<file path="src/rtl/vid_timing_meas_pkg.sv">
// Shared types and constants for the video timing measurement block.
// Holds the lock FSM state encoding and the pixel-error counter width.
package vid_timing_pkg;

    typedef enum logic [1:0] {
        SEEK    = 2'd0,
        MEASURE = 2'd1,
        LOCKED  = 2'd2
    } vtmState_t;

    localparam int PIX_ERR_CNT_W = 16;

endpackage

</file>
<file path="src/rtl/vtm_edge_det.sv">
// Rising-edge detector for one sync input: registered history plus a rise
// pulse that is valid in the same cycle the new level is presented.
module vtm_edge_det (
    input  logic clk,
    input  logic rst_n,
    input  logic sig,
    output logic sigPrev,
    output logic rise
);

    always_ff @(posedge clk or negedge rst_n) begin
        if (!rst_n) begin
            sigPrev <= 1'b0;
        end else begin
            sigPrev <= sig;
        end
    end

    assign rise = sig & ~sigPrev;

endmodule

</file>
<file path="src/rtl/vid_timing_meas.sv">
// Measures line/frame timing of an incoming video stream and reports lock.
// Define VTM_PATTERN_CHK_EN to add the incrementing grey-ramp pixel checker.
module vid_timing_meas
    import vid_timing_pkg::*;
#(
    parameter int PW     = 8,
    parameter int H_BITS = 12,
    parameter int V_BITS = 12
) (
    input  logic                     clk,
    input  logic                     rst_n,
    input  logic                     hs,
    input  logic                     vs,
    input  logic                     vld,
    input  logic [3*PW-1:0]          rgb,
    output logic [H_BITS-1:0]        meas_h_total,
    output logic [H_BITS-1:0]        meas_h_act,
    output logic [V_BITS-1:0]        meas_v_total,
    output logic [V_BITS-1:0]        meas_v_act,
    output logic                     locked,
    output logic                     unlock,
    output logic                     pix_err,
    output logic [PIX_ERR_CNT_W-1:0] pix_err_cnt
);

    localparam logic [H_BITS-1:0] H_MAX = '1;
    localparam logic [V_BITS-1:0] V_MAX = '1;

    logic [1:0] syncIn;
    logic [1:0] syncHist;
    logic [1:0] syncRise;
    logic       hsRise;
    logic       vsRise;
    logic       unusedHist;

    assign syncIn = {vs, hs};

    for (genvar gi = 0; gi < 2; gi++) begin : g_edge
        vtm_edge_det u_edge (
            .clk     (clk),
            .rst_n   (rst_n),
            .sig     (syncIn[gi]),
            .sigPrev (syncHist[gi]),
            .rise    (syncRise[gi])
        );
    end

    assign hsRise     = syncRise[0];
    assign vsRise     = syncRise[1];
    assign unusedHist = ^syncHist;

    logic [H_BITS-1:0] hcyc;
    logic [H_BITS-1:0] acnt;
    logic [H_BITS-1:0] lastPeriod;
    logic [H_BITS-1:0] refAct;
    logic [V_BITS-1:0] vtot;
    logic [V_BITS-1:0] vact;
    logic              haveLine;
    logic              frameBad;

    logic              lineActive;
    logic              lineBad;
    logic [H_BITS-1:0] closePeriod;
    logic [H_BITS-1:0] closeAct;
    logic [V_BITS-1:0] closeVtot;
    logic [V_BITS-1:0] closeVact;
    logic              closeBad;
    logic              measDiff;

    // Blank lines carry no active pixels, so active counts are only compared
    // between lines that actually had pixels; periods are compared every line.
    assign lineActive = (acnt != '0);
    assign lineBad    = (haveLine && (hcyc != lastPeriod)) ||
                        (lineActive && (refAct != '0) && (acnt != refAct));

    // Frame results as they stand this cycle, folding in a line closed by a
    // coincident hs rise so it belongs to the frame that is ending.
    assign closeVtot   = (hsRise && vtot != V_MAX) ? vtot + V_BITS'(1) : vtot;
    assign closeVact   = (hsRise && lineActive && vact != V_MAX) ? vact + V_BITS'(1) : vact;
    assign closePeriod = hsRise ? hcyc : lastPeriod;
    assign closeAct    = (hsRise && lineActive) ? acnt : refAct;
    assign closeBad    = frameBad | (hsRise & lineBad);
    assign measDiff    = (closePeriod != meas_h_total) || (closeAct != meas_h_act) ||
                         (closeVtot   != meas_v_total) || (closeVact != meas_v_act);

    always_ff @(posedge clk or negedge rst_n) begin
        if (!rst_n) begin
            hcyc       <= '0;
            acnt       <= '0;
            lastPeriod <= '0;
            refAct     <= '0;
            vtot       <= '0;
            vact       <= '0;
            haveLine   <= 1'b0;
            frameBad   <= 1'b0;
        end else begin
            if (hsRise) begin
                hcyc <= H_BITS'(1);
            end else if (hcyc != H_MAX) begin
                hcyc <= hcyc + H_BITS'(1);
            end

            if (hsRise) begin
                acnt <= H_BITS'(vld);
            end else if (vld && acnt != H_MAX) begin
                acnt <= acnt + H_BITS'(1);
            end

            if (hsRise) begin
                lastPeriod <= hcyc;
            end

            if (vsRise) begin
                vtot     <= '0;
                vact     <= '0;
                refAct   <= '0;
                haveLine <= 1'b0;
                frameBad <= 1'b0;
            end else if (hsRise) begin
                vtot     <= closeVtot;
                vact     <= closeVact;
                haveLine <= 1'b1;
                frameBad <= frameBad | lineBad;
                if (lineActive) begin
                    refAct <= acnt;
                end
            end
        end
    end

    vtmState_t state;
    logic      haveMeas;

    always_ff @(posedge clk or negedge rst_n) begin
        if (!rst_n) begin
            state        <= SEEK;
            meas_h_total <= '0;
            meas_h_act   <= '0;
            meas_v_total <= '0;
            meas_v_act   <= '0;
            locked       <= 1'b0;
            unlock       <= 1'b0;
            haveMeas     <= 1'b0;
        end else begin
            unlock <= 1'b0;
            case (state)
                SEEK: begin
                    if (vsRise) begin
                        state <= MEASURE;
                    end
                end
                MEASURE: begin
                    if (vsRise) begin
                        meas_h_total <= closePeriod;
                        meas_h_act   <= closeAct;
                        meas_v_total <= closeVtot;
                        meas_v_act   <= closeVact;
                        // A bad frame is not trusted as a reference for the next one.
                        haveMeas     <= !closeBad;
                        if (!closeBad && haveMeas && !measDiff) begin
                            state  <= LOCKED;
                            locked <= 1'b1;
                        end
                    end
                end
                LOCKED: begin
                    if (vsRise) begin
                        meas_h_total <= closePeriod;
                        meas_h_act   <= closeAct;
                        meas_v_total <= closeVtot;
                        meas_v_act   <= closeVact;
                        if (closeBad || measDiff) begin
                            state    <= MEASURE;
                            locked   <= 1'b0;
                            unlock   <= 1'b1;
                            haveMeas <= !closeBad;
                        end
                    end
                end
                default: begin
                    state  <= SEEK;
                    locked <= 1'b0;
                end
            endcase
        end
    end

`ifdef VTM_PATTERN_CHK_EN
    logic [PW-1:0] rPix;
    logic [PW-1:0] gPix;
    logic [PW-1:0] bPix;
    logic [PW-1:0] refR;
    logic          seeded;
    logic          pixBad;

    assign {rPix, gPix, bPix} = rgb;
    assign pixBad = vld && seeded &&
                    ((gPix != rPix) || (bPix != rPix) || (rPix != refR + PW'(1)));

    // The reference always follows the received value, so a single corrupt
    // pixel costs at most two errors instead of desynchronising the ramp.
    always_ff @(posedge clk or negedge rst_n) begin
        if (!rst_n) begin
            refR        <= '0;
            seeded      <= 1'b0;
            pix_err     <= 1'b0;
            pix_err_cnt <= '0;
        end else begin
            pix_err <= pixBad;
            if (vld) begin
                refR   <= rPix;
                seeded <= 1'b1;
            end
            if (pixBad && pix_err_cnt != '1) begin
                pix_err_cnt <= pix_err_cnt + PIX_ERR_CNT_W'(1);
            end
        end
    end
`else
    logic unusedRgb;

    assign unusedRgb   = ^rgb;
    assign pix_err     = 1'b0;
    assign pix_err_cnt = '0;
`endif

endmodule

</file>
<file path="config.mk">
export PLATFORM = sky130hd
export DESIGN_NAME = vid_timing_meas
export DESIGN_NICKNAME = d
export VERILOG_FILES = /design/src/rtl/vid_timing_meas_pkg.sv /design/src/rtl/vtm_edge_det.sv /design/src/rtl/vid_timing_meas.sv
export SDC_FILE = /design/constraint.sdc
export NUM_CORES = 1
export LEC_CHECK = 0
export BUFFER_PORTS_ARGS = -buffer_cell sky130_fd_sc_hd__buf_2
export CAP_MARGIN = 10
export CORE_ASPECT_RATIO = 1.1
export CORE_UTILIZATION = 63
export DETAILED_ROUTE_END_ITERATION = 16
export PLACE_DENSITY_LB_ADDON = 0.2
export REMOVE_ABC_BUFFERS = 1
export SYNTH_ARGS = -nofsm -noshare
export SYNTH_HDL_FRONTEND = slang
export SYNTH_HIERARCHICAL = 1
export SYNTH_SLANG_ARGS = --single-unit
export TNS_END_PERCENT = 20
</file>
<file path="constraint.sdc">
create_clock -name clk -period 9.7 [get_ports clk]
set_input_delay 0.485 -clock clk [delete_from_list [all_inputs] [get_ports clk]]
set_output_delay 0.485 -clock clk [all_outputs]
set_load 0.01 [all_outputs]
</file>
# Yosys cells after proc, flatten, opt, wreduce, memory -nomap -nowiden

Cells that the tools add are included.

Bits in read-only memories: 0
Flip-flop bits (word level): 129
Output and inout port bits: 67
Input bits: 29
Logic and storage cells: 114
Latch bits: 0
Memories kept: 0
Memory bits (writable): 0

Multipliers: 0
$add $sub $neg: 4
Muxes and demuxes: 37
Div/mod/pow operators: 0
Shift-type cells: 0
Equal/unequal tests: 17
Bitwise gates (word level): 8
Reductions and logical operators: 30
Order comparisons: 0

Operators by type and width:

| operator                | number |
|---|---|
| $mux W12                | 15 |
| $ne A12 B12 Y1          | 6 |
| $add A12 B1 Y12 const B | 4 |
| $ne A12 B12 Y1 const B  | 4 |
| $reduce_bool A12 Y1     | 2 |
| $mux W1                 | 14 |
| $mux W2                 | 5 |
| $reduce_and A5 Y1       | 2 |
| $reduce_bool A2 Y1      | 5 |
| $logic_and A1 B1 Y1     | 9 |
| $ne A2 B1 Y1 const B    | 3 |
| $pmux W2 S3             | 1 |
| $logic_or A1 B1 Y1      | 5 |
| $ne A2 B2 Y1 const B    | 2 |
| $reduce_and A2 Y1       | 2 |
| $reduce_and A4 Y1       | 1 |
| $and A1 B1 Y1           | 3 |
| $not A1 Y1              | 3 |
| $pmux W1 S3             | 1 |
| $eq A2 B1 Y1 const B    | 1 |
| $eq A2 B2 Y1 const B    | 1 |
| $logic_not A1 Y1        | 2 |
| $logic_not A2 Y1        | 1 |
| $or A1 B1 Y1            | 2 |
| 2 further kinds         | 2 |

# Longest topological paths before layout

Gate-level depths: netlist (run 1).

Depth in word-level cells: 13
Mapped depth: 13
Gate-level depth less buffers: 11

# By module

Netlist (run 1), hierarchy kept.

Modules (own cells, without submodules):

| module          | seq. area each (µm²) | cells an instance | area an instance (µm²) | instances |
|---|---|---|---|---|
| vid_timing_meas | 3178.0               | 801               | 7462.2                 | 1 |
| vtm_edge_det    | 25.0                 | 2                 | 38.8                   | 2 |

# Worst setup path after synthesis (run 1)

Ideal clock, no wire load.

Kind: register to register
Start point: register acnt[0]
End point: register state[1]
Path slack: 6.636 ns
Clock period less this slack: 3.064 ns
Cell stages (with the launch flop): 12
Data required time: 9.637 ns
Arrival: 3.001 ns
Setup time: 0.063 ns
Path buffers: 0
Path through: dfrtp_1 > inv_1 > ha_1 > nor4b_4 > a31o_2 > a22oi_1 > xnor2_1 > a2111o_1 > nor4_2 > nand4_2 > or2_1 > o2bb2a_4

Longest elaborated chain between the ends: 11
Elaborated cells on any way between the ends: 24
Those cells by class: eq/ne (5); mux (2); bitwise (2); reduce/logical (15)

RTL lines:

| what                                                    | RTL line                                                            | source |
|---|---|---|
| start: declaration                                      | vid_timing_meas.sv:53                                               | `logic [H_BITS-1:0] acnt;` |
| start signal: assignment                                | vid_timing_meas.sv:104                                              | `acnt <= H_BITS'(vld);` |
| start signal: assignment                                | vid_timing_meas.sv:106                                              | `acnt <= acnt + H_BITS'(1);` |
| $reduce_bool A12 Y1                                     | vid_timing_meas.sv:72                                               | `assign lineActive = (acnt != '0);` |
| $logic_and A1 B1 Y1, on equally long branches           | vid_timing_meas.sv:79, vid_timing_meas.sv:81, vid_timing_meas.sv:74 |  |
| $mux W12 or $logic_and A1 B1 Y1 (tied branches)         | vid_timing_meas.sv:81, vid_timing_meas.sv:74                        |  |
| $ne A12 B12 Y1 or $logic_or A1 B1 Y1 (tied branches)    | vid_timing_meas.sv:83, vid_timing_meas.sv:73                        |  |
| $logic_or A1 B1 Y1 or $and A1 B1 Y1 (tied branches)     | vid_timing_meas.sv:83, vid_timing_meas.sv:82                        |  |
| $logic_or A1 B1 Y1 or $or A1 B1 Y1 (tied branches)      | vid_timing_meas.sv:83, vid_timing_meas.sv:82                        |  |
| $logic_or A1 B1 Y1 or $logic_not A1 Y1 (tied branches)  | vid_timing_meas.sv:84, vid_timing_meas.sv:160                       |  |
| $logic_not A1 Y1 or $logic_and A1 B1 Y1 (tied branches) | vid_timing_meas.sv:160                                              | `if (!closeBad && haveMeas && !measDiff) begin` |
| $logic_and A1 B1 Y1                                     | vid_timing_meas.sv:160                                              |  |
| $ne A2 B2 Y1 (no line)                                  | --                                                                  |  |
| $reduce_and A5 Y1 (no line) (*)                         | --                                                                  |  |
| end signal: assignment                                  | vid_timing_meas.sv:161                                              | `state <= LOCKED;` |
| end signal: assignment                                  | vid_timing_meas.sv:173                                              | `state <= MEASURE;` |
| end signal: assignment                                  | vid_timing_meas.sv:181                                              | `state <= SEEK;` |
| end: declaration                                        | vid_timing_meas.sv:131                                              | `vtmState_t state;` |

Every way passes the cells marked *; elsewhere a longest branch is shown, timed or not.
A chain may end at the register's enable or synchronous reset.

# Worst setup path in the final report (run 1)

Start point: register acnt[0]
End point: register state[0]

The elaborated chain is that of the path after synthesis.

==> results of run 1 <==
-- layout by cell type (no fill, tap or decap), types with 4 or more instances in the layout --
cell type / instances
a31oi_1: 5
nand2b_1: 9
buf_2: 53
a21oi_1: 17
mux2i_1: 21
and2_1: 6
ha_1: 8
nand2_1: 79
o31ai_1: 4
o2111ai_1: 4
dfrtp_1: 129
and3_1: 10
or3_1: 8
nor4_1: 15
inv_1: 30
a22oi_1: 7
conb_1: 17
and4_1: 5
nand3b_1: 5
xor2_1: 54
nor2_1: 75
nor3_1: 11
clkinv_4: 4
clkbuf_16: 17
nand4_1: 19
xnor2_1: 34
nor4_2: 4
a31o_2: 4
nor3b_1: 6
nand3_1: 29
nor2b_1: 8
o211ai_1: 5
inv_6: 4
bufinv_16: 4
buf_4: 4
o21ai_0: 68
-- critical path: cells and delay by family (launching register included) --
family / cells / cell delay [ps]
AND/OR/NAND/NOR: 4 / 1470
buffers and inverters: 1 / 210
adder cells (fa/ha/maj): 1 / 180
AO/OA/AOI/OAI: 4 / 1530
XOR/XNOR: 1 / 230
flip-flops: 1 / 460
-- kinds of logic (layout without fill, tap and decap cells) --
logic type / Yosys count / in the layout / synth area share (%)
xor+xnor: 91 / 91 / 11.3
simple gates: 308 / 308 / 21.7
flops: 129 / 129 / 42.8
fa+ha+maj: 8 / 8 / 1.33
mux: 22 / 22 / 2.94
other cells: 1 / 17 / 0.0497
compound gates: 150 / 150 / 13.1
buf+inv: 96 / 120 / 6.77
-- final cells by class --
cell class | count | area (sq um)
Sequential cell | 129 | 3230
Multi-Input combinational cell | 596 | 3860
Clock inverter | 15 | 208
Clock buffer | 17 | 425
Inverter | 31 | 116
Timing Repair Buffer | 57 | 295
Fill cell | 911 | 3220
Tap cell | 150 | 188
-- metal layers --
| metal | track usage (%) | vias up |
|---|---|---|
| li1 | - | 2843 |
| met1 | 40.2 | 2997 |
| met2 | 52.7 | 228 |
| met3 | 5.92 | 49 |
| met4 | 15.1 | 0 |
| met5 | 0 | - |
-- how the worst min path moves through the flow --
| stage | slack, ps | depth (start not counted) | endpoint | from |
|---|---|---|---|---|
| 5_1_grt | 150 | 1 | vtot[10] | rst_n |
| 3_3_place_gp | 480 | 2 | haveLine | haveLine |
| 4_1_cts | 110 | 1 | vtot[0] | rst_n |
| 3_5_place_dp | 500 | 2 | haveLine | haveLine |
| 6_report | 90 | 1 | vtot[7] | rst_n |
| 2_1_floorplan | 190 | 0 | acnt[0] | rst_n |
-- per-stage QoR --
step / hold slack (ps) / setup slack (ps)
3_3_place_gp: 475 / 5580
6_report: 86.8 / 5490
3_5_place_dp: 495 / 5500
5_1_grt: 150 / 5280
4_1_cts: 108 / 5530
2_1_floorplan: 189 / 5880
-- registers in the layout (all words and copies together), names as in the netlist --
signal                 count
meas_v_act                12
hcyc                      12
haveLine                   1
vtot                      12
state                      2
lastPeriod                12
locked                     1
meas_v_total              12
unlock                     1
meas_h_act                12
frameBad                   1
acnt                      12
refAct                    12
meas_h_total              12
vact                      12
g_edge.u_edge/sigPrev      2
haveMeas                   1
-- power by group --
group          switching, uW  internal, uW  leakage, uW
logic                    241           165      0.00190
registers               80.4           601      0.00176
clock network            259           433     0.000309
total                    581          1200      0.00396
==> impl_metrics.tcl, run 1 <==
set metrics [dict create \
    cts_buffers 17 \
    viasPerCell 6.15 \
    yosysTopAreaCellShare_pct 42.8 \
    power.density_nw_per_um2 214 \
    critPathLaunch "acnt[0]" \
    ctsLongestPathBuffers 2 \
    diodes 0 \
    die_y_um 117 \
    slowest_delay_ps 670 \
    totalWireLength_um 18700 \
    dp_hpwl_um 12800 \
    synth_edf_count 0 \
    yosysMostFrequentCell "dfrtp_1" \
    drv_slew 0 \
    final_util_pct 72.1 \
    total_power_uw 1780 \
    insertion_delay_ps 430 \
    outcome "complete, no violations" \
    grt_pass1_wl_um 30000 \
    synthCells 805 \
    grt_pass1_vias 5991 \
    row_count 41 \
    end_kind "flop" \
    clock-root-buffer "clkbuf_16" \
    final_net_count 869 \
    synth.area.top_cells "dfrtp_1 (43%), xor2_1 (6.3%), o21ai_0 (4.5%), nand2_1 (4.0%), xnor2_1 (3.9%)" \
    hold_viol_final 0 \
    wl_per_cell_um 18.8 \
    maxSlewHeadroom_pct 21.8 \
    top_layer_used "met4" \
    cts_resized 0 \
    syn_avg_cell_area_sq_um 9.37 \
    start_util_pct 65.3 \
    num_vias 6117 \
    dr.pass1.iters 5 \
    reg2reg_slack_ps 5490 \
    worstSetupEndpoint "state[0]" \
    grt_usage_pct 31.7 \
    drc 0 \
    clock-sinks 129 \
    drive_above_1_share_pct 14.4 \
    overflow 0 \
    dr_wl_met3_um 1050 \
    post_cts_buffers 0 \
    synth.yosys.warnings 6 \
    worstPathArrival_ps 4540 \
    numPortBuffers 54 \
    vdd_ir_drop_max_v 0.000155 \
    min_path_type "in -> async" \
    syn_area_sq_um 7540 \
    grt_max_degree 79 \
    skew_ps 7.43 \
    holdBufCountCts 0 \
    cp.required_ps 10040 \
    async_flop_share_pct 100 \
    fin_crit_sh_pct 43.4 \
    tns_ps 0 \
    final-setup-viol-count 0 \
    crit_chain "inv_1, ha_1, nor4b_4, a31o_2, a22oi_1, xnor2_1, a2111o_1, nor4_2, nand4_2, or2_1, a32oi_1" \
    synth_commonest_cells "dfrtp_1 (129), nand2_1 (80), nor2_1 (75)" \
    startpoint_type "flop" \
    antenna_found_initial 0 \
    routedLengthMet1_um 7800 \
    postPlaceCellArea_sq_um 7690 \
    r2r_cells 11 \
    leakagePower_uw 0.00396 \
    cts_tree "built" \
    io_pins 96 \
    max_freq_mhz 238 \
    met2_length_um 9230 \
    dieArea_sq_um 12400 \
    synth_top_cell_by_area "dfrtp_1" \
    criticalPathCategory "reg -> reg" \
    synth_cell_types 80 \
    ys_seq_area_share_pct 42.8 \
    stdcell_area_sq_um 8320 \
    worst_pin_slew_ps 1170 \
    path_max_fanout 26 \
    area_growth_pct 10.4 \
    synth-seq-cells 129 \
    cts.clk_slew.worst_paths_ps 60 \
    r2r_start "acnt[0]" \
    initialDrtViolationCount 462 \
    antenna_left 0 \
    htreeDepth 4 \
    fin_crit_ps 4210 \
    final_cells 995 \
    gp_congestion 0.933 \
    fp.dieW_um 106 \
    cap_violations 0 \
    reg2reg_to "state[0]" \
    cp_slowest_cell "a31o_2" \
    rsz0062_at_grt "false" \
    placed_cells 963 \
    core-area_sq_um 11500 \
    synth_top_flop_cell "dfrtp_1" \
]
No activity file was read; power rests on OpenSTA's default activity.
==> run 2, diff against run 1 <==
Settings changed: CORE_UTILIZATION 63 to 53.
Clock period 9.7 ns to 3.55 ns, I/O delays scaled along.
==> impl_metrics.tcl, run 2 (synthesis results as in run 1) <==
set metrics [dict create \
    outcome "complete, no violations" \
    final_net_count 900 \
    reg2reg_slack_ps 50 \
    grt_pass1_vias 6011 \
    leakagePower_uw 0.00410 \
    grt_pass1_wl_um 31400 \
    whs_ps 403 \
    criticalPathCategory "reg -> reg" \
    fin_crit_ps 3500 \
    cts.clk_slew.worst_paths_ps 60 \
    placed_cells 1025 \
    r2r_start "g_edge[0].u_edge/sigPrev" \
    num_vias 6204 \
    startpoint_type "flop" \
    row_count 45 \
    diodes 0 \
    worst_pin_slew_ps 892 \
    fp.dieW_um 116 \
    worstPathArrival_ps 3840 \
    total_power_uw 4780 \
    cts_tree "built" \
    start_util_pct 54.4 \
    stdcell_area_sq_um 8620 \
    p_switching_uw 1580 \
    dr.pass1.iters 5 \
    vdd_ir_drop_max_v 0.000315 \
    fin_crit_sh_pct 98.5 \
    r2r_cells 12 \
    overflow 0 \
    end_kind "flop" \
    antenna_found_initial 0 \
    final_cells 1064 \
    postPlaceCellArea_sq_um 7940 \
    grt_max_degree 99 \
    switching_share_pct 33.0 \
    clock-root-buffer "clkbuf_16" \
    dieArea_sq_um 14700 \
    final_common_cell "dfrtp_1" \
    drive_above_1_share_pct 17.5 \
    insertion_delay_ps 430 \
    cp.required_ps 3900 \
    slowest_delay_ps 460 \
    comb_power_share_pct 23.7 \
    maxSlewHeadroom_pct 40.6 \
    worstSetupEndpoint "state[0]" \
    crit_chain "nor2b_4, buf_4, mux2i_1, buf_4, xnor2_1, nor4_1, o2111a_1, nand4_1, nor4_2, nand4_2, or2_1, a32oi_1" \
    io_pins 96 \
    critPathLaunch "g_edge[0].u_edge/sigPrev" \
    cap_violations 0 \
    viasPerCell 5.83 \
    area_growth_pct 14.3 \
    layout_common_cells "dfrtp_1 (128), nand2_1 (79), nor2_1 (75)" \
    final-setup-viol-count 0 \
    clock-sinks 129 \
    p_seq_share_pct 39.1 \
    htreeDepth 4 \
    dp_hpwl_um 13600 \
    wl_per_cell_um 18.1 \
    crit_top_cell "buf_4" \
    reg2reg_to "state[0]" \
    gp_congestion 0.943 \
    drc 0 \
    drv_slew 0 \
    intPower_uw 3200 \
    totalWireLength_um 19200 \
    max_freq_mhz 286 \
    path_max_fanout 8 \
    hold_viol_final 0 \
    skew_ps 11.2 \
    numPortBuffers 54 \
    core-area_sq_um 13900 \
    final_util_pct 62.2 \
    die_y_um 127 \
    grt_usage_pct 28.0 \
    cts_buffers 17 \
    power.density_nw_per_um2 555 \
    initialDrtViolationCount 460 \
    cp_slowest_cell "nor4_1" \
    ctsLongestPathBuffers 2 \
    clock_power_share_pct 37.2 \
    min_path_type "in -> reg" \
    antenna_left 0 \
]
run 2: changes by cell type in the layout (fill, tap and decap cells not counted), sizes merged, moves of 2 or more:
| cell | delta |
|---|---|
| buf | +26 |
| bufinv | -2 |
| clkbuf | +2 |
| clkinv | -3 |
| dlygate4sd3 | +4 |
| inv | +2 |
run 2: power by group through the flow:
stage                     clock [uW]  combinational [uW]  sequential (uW)
final                           1780                1130             1870
after detailed placement           0                1120             1890
after floorplan                    0                 709             1870
after CTS                       1800                1130             1870
after global routing            1860                1260             1900
after global placement             0                1100             1880
run 2: worst max-delay path: cells and delay by family (launching register included):
family / cells / cell delay, ps
multiplexers: 1 / 200
AND/OR/NAND/NOR: 6 / 1870
XOR/XNOR: 1 / 60
AO/OA/AOI/OAI: 2 / 460
flip-flops: 1 / 450
buffers and inverters: 2 / 370
run 2: stage by stage:
| step | worst slack, ps | TNS, ps |
|---|---|---|
| after floorplan | -144 | -421 |
| after global placement | 175 | 0 |
| after detailed placement | 63.0 | 0 |
| after CTS | 29.1 | 0 |
| after global routing | -4.71 | -4.71 |
| final | 54.8 | 0 |
run 2: worst min path at each step:
stage	from	endpoint	slack (ps)	cells after the start
after floorplan	rst_n	acnt[0]	-120	0
after global placement	vs	g_edge[1].u_edge/sigPrev	300	1
after detailed placement	vs	g_edge[1].u_edge/sigPrev	310	1
after CTS	vs	g_edge[1].u_edge/sigPrev	390	2
after global routing	vs	g_edge[1].u_edge/sigPrev	420	2
final	vs	g_edge[1].u_edge/sigPrev	400	2
run 2: per-layer routing:
layer | part of all wire (%) | track usage (%)
met1 | 43 | 36.1
met3 | 5.1 | 5.83
met2 | 49 | 46.0
met5 | 0 | 0
met4 | 3.2 | 11.4
run 2: layout make-up:
| cell class | count | area [sq um] |
|---|---|---|
| Fill cell | 1198 | 5240 |
| Multi-Input combinational cell | 597 | 3890 |
| Sequential cell | 129 | 3230 |
| Timing Repair Buffer | 87 | 547 |
| Clock buffer | 19 | 453 |
| Tap cell | 188 | 235 |
| Clock inverter | 13 | 146 |
| Inverter | 31 | 116 |
run 2: timing repair:
item,in CTS,in global routing
buffers inserted,0,2
hold buffers,4,0
endpoints found under the setup margin,0,4
gates resized for setup,0,5
endpoints found under the hold margin,99,0
==> run 3, diff against run 2 <==
Settings changed: CORE_ASPECT_RATIO 1.1 to 0.6, RECOVER_POWER from default to 50.
==> impl_metrics.tcl, run 3 (synthesis results as in run 1) <==
set metrics [dict create \
    outcome "finished with violations" \
    violations "capacitance limit, slew limit" \
    final_net_count 895 \
    antenna_left 0 \
    drc 0 \
    power.density_nw_per_um2 590 \
    cp.required_ps 3880 \
    dr.pass1.iters 6 \
    grt_usage_pct 28.7 \
    placed_cells 1027 \
    cts_tree "built" \
    die_y_um 94.4 \
    fp.dieW_um 156 \
    total_power_uw 5090 \
    skew_ps 7.78 \
    grt_max_degree 98 \
    ctsLongestPathBuffers 2 \
    dp_worst_setup_slack_ps 192 \
    insertion_delay_ps 420 \
    slowest_delay_ps 410 \
    overflow 0 \
    max_freq_mhz 291 \
    numPortBuffers 54 \
    criticalPathCategory "reg -> reg" \
    critPathBufInv 2 \
    totalWireLength_um 20000 \
    clock-sinks 129 \
    diodes 0 \
    htreeDepth 4 \
    final_common_cell "dfrtp_1" \
    start_util_pct 54.8 \
    final_cells 1063 \
    cp_slowest_cell "a2111o_1" \
    hold_viol_final 0 \
    fin_crit_ps 3430 \
    antenna_found_initial 0 \
    grt_pass1_wl_um 31900 \
    row_count 33 \
    cts.clk_slew.worst_paths_ps 60 \
    worst_pin_slew_ps 2350 \
    whs_ps 24.4 \
    leakagePower_uw 0.00392 \
    path_max_fanout 9 \
    drive_above_1_share_pct 11.8 \
    viasPerCell 5.86 \
    area_growth_pct 14.6 \
    cts_buffers 17 \
    initialDrtViolationCount 651 \
    dp_hpwl_um 13900 \
    num_vias 6229 \
    min_path_type "in -> reg" \
    io_pins 96 \
    startpoint_type "flop" \
    final-setup-viol-count 0 \
    dieArea_sq_um 14700 \
    gp_congestion 0.943 \
    maxSlewHeadroom_pct -56.5 \
    fin_ws_ps 117 \
    crit_family "simple AND/OR/NAND/NOR gates" \
    wl_per_cell_um 18.8 \
    crit_chain "inv_1, ha_1, nor4b_4, buf_4, o211a_1, a31o_2, nand4_1, a2111o_1, nor4_2, nand4_2, or2_1, a32oi_1" \
    grt_pass1_vias 5925 \
    layout_common_cells "dfrtp_1 (128), nand2_1 (79), nor2_1 (75)" \
    vdd_ir_drop_max_v 0.000341 \
    end_kind "flop" \
    drv_slew 98 \
    fin_crit_sh_pct 96.7 \
    cap_violations 1 \
    core-area_sq_um 13700 \
    clock-root-buffer "clkbuf_16" \
    stdcell_area_sq_um 8640 \
    worstPathArrival_ps 3760 \
    postPlaceCellArea_sq_um 7930 \
]
## run 3: cell types whose count changed in the layout (fill, tap and decap cells not counted), moves of 3 or more
cell,before,now
inv_6,6,0
clkinv_4,1,4
mux2i_2,0,4
mux2i_1,21,17
buf_4,28,23
bufinv_16,2,6
clkbuf_1,0,51
buf_2,53,2
## run 3: routing by layer
metal	vias to the layer above	global-route usage (%)	wire length (um)
met4	0	6.54	242
met1	3030	43.9	9760
li1	2886	-	-
met5	-	0	0
met3	29	6.01	1540
met2	284	41.3	8450
## run 3: final timing paths
path,from,slack (ps),to,depth (start not counted)
min reg2reg,haveLine,500,haveLine,2
max reg2reg,acnt[0],120,state[0],12
min in group asynchronous,rst_n,1000,acnt[0],2
min,vld,20,acnt[0],3
max in group asynchronous,rst_n,970,vtot[0],2
max,acnt[0],120,state[0],12
## run 3: power breakdown
| group | total [uW] | switching, uW | internal [uW] |
|---|---|---|---|
| clock network | 2050 | 689 | 1360 |
| logic | 1190 | 727 | 466 |
| registers | 1850 | 211 | 1640 |
## run 3: final cells by class
type / instances / area [sq um]
fillers: 1167 / 5110
flip-flops and latches: 129 / 3230
multi-input cells: 596 / 3920
clock buffers: 19 / 453
clock inverters: 13 / 233
inverters: 31 / 116
repair buffers: 83 / 445
well taps: 192 / 240
## run 3: stage by stage
step / TNS (ps) / util, %
after floorplan: -421 / -
after global placement: 0 / 57.6
after detailed placement: 0 / 57.6
after CTS: 0 / 62.8
after global routing: -30.1 / 62.8
final: 0 / 62.8
## run 3: worst register-to-register path: cells and delay by family (launching register included)
kind	cells	cell delay (ps)
flops	1	400
compound gates	4	950
fa+ha+maj	1	180
buf+inv	2	390
simple gates	5	1420
## run 3: timing repair
| item | in CTS | in global routing |
|---|---|---|
| buffers inserted | 0 | 1 |
| resized for setup | 0 | 12 |
| endpoints found under the setup margin | 0 | 4 |
| hold endpoints to repair | 97 | 0 |
| hold buffers | 3 | 0 |
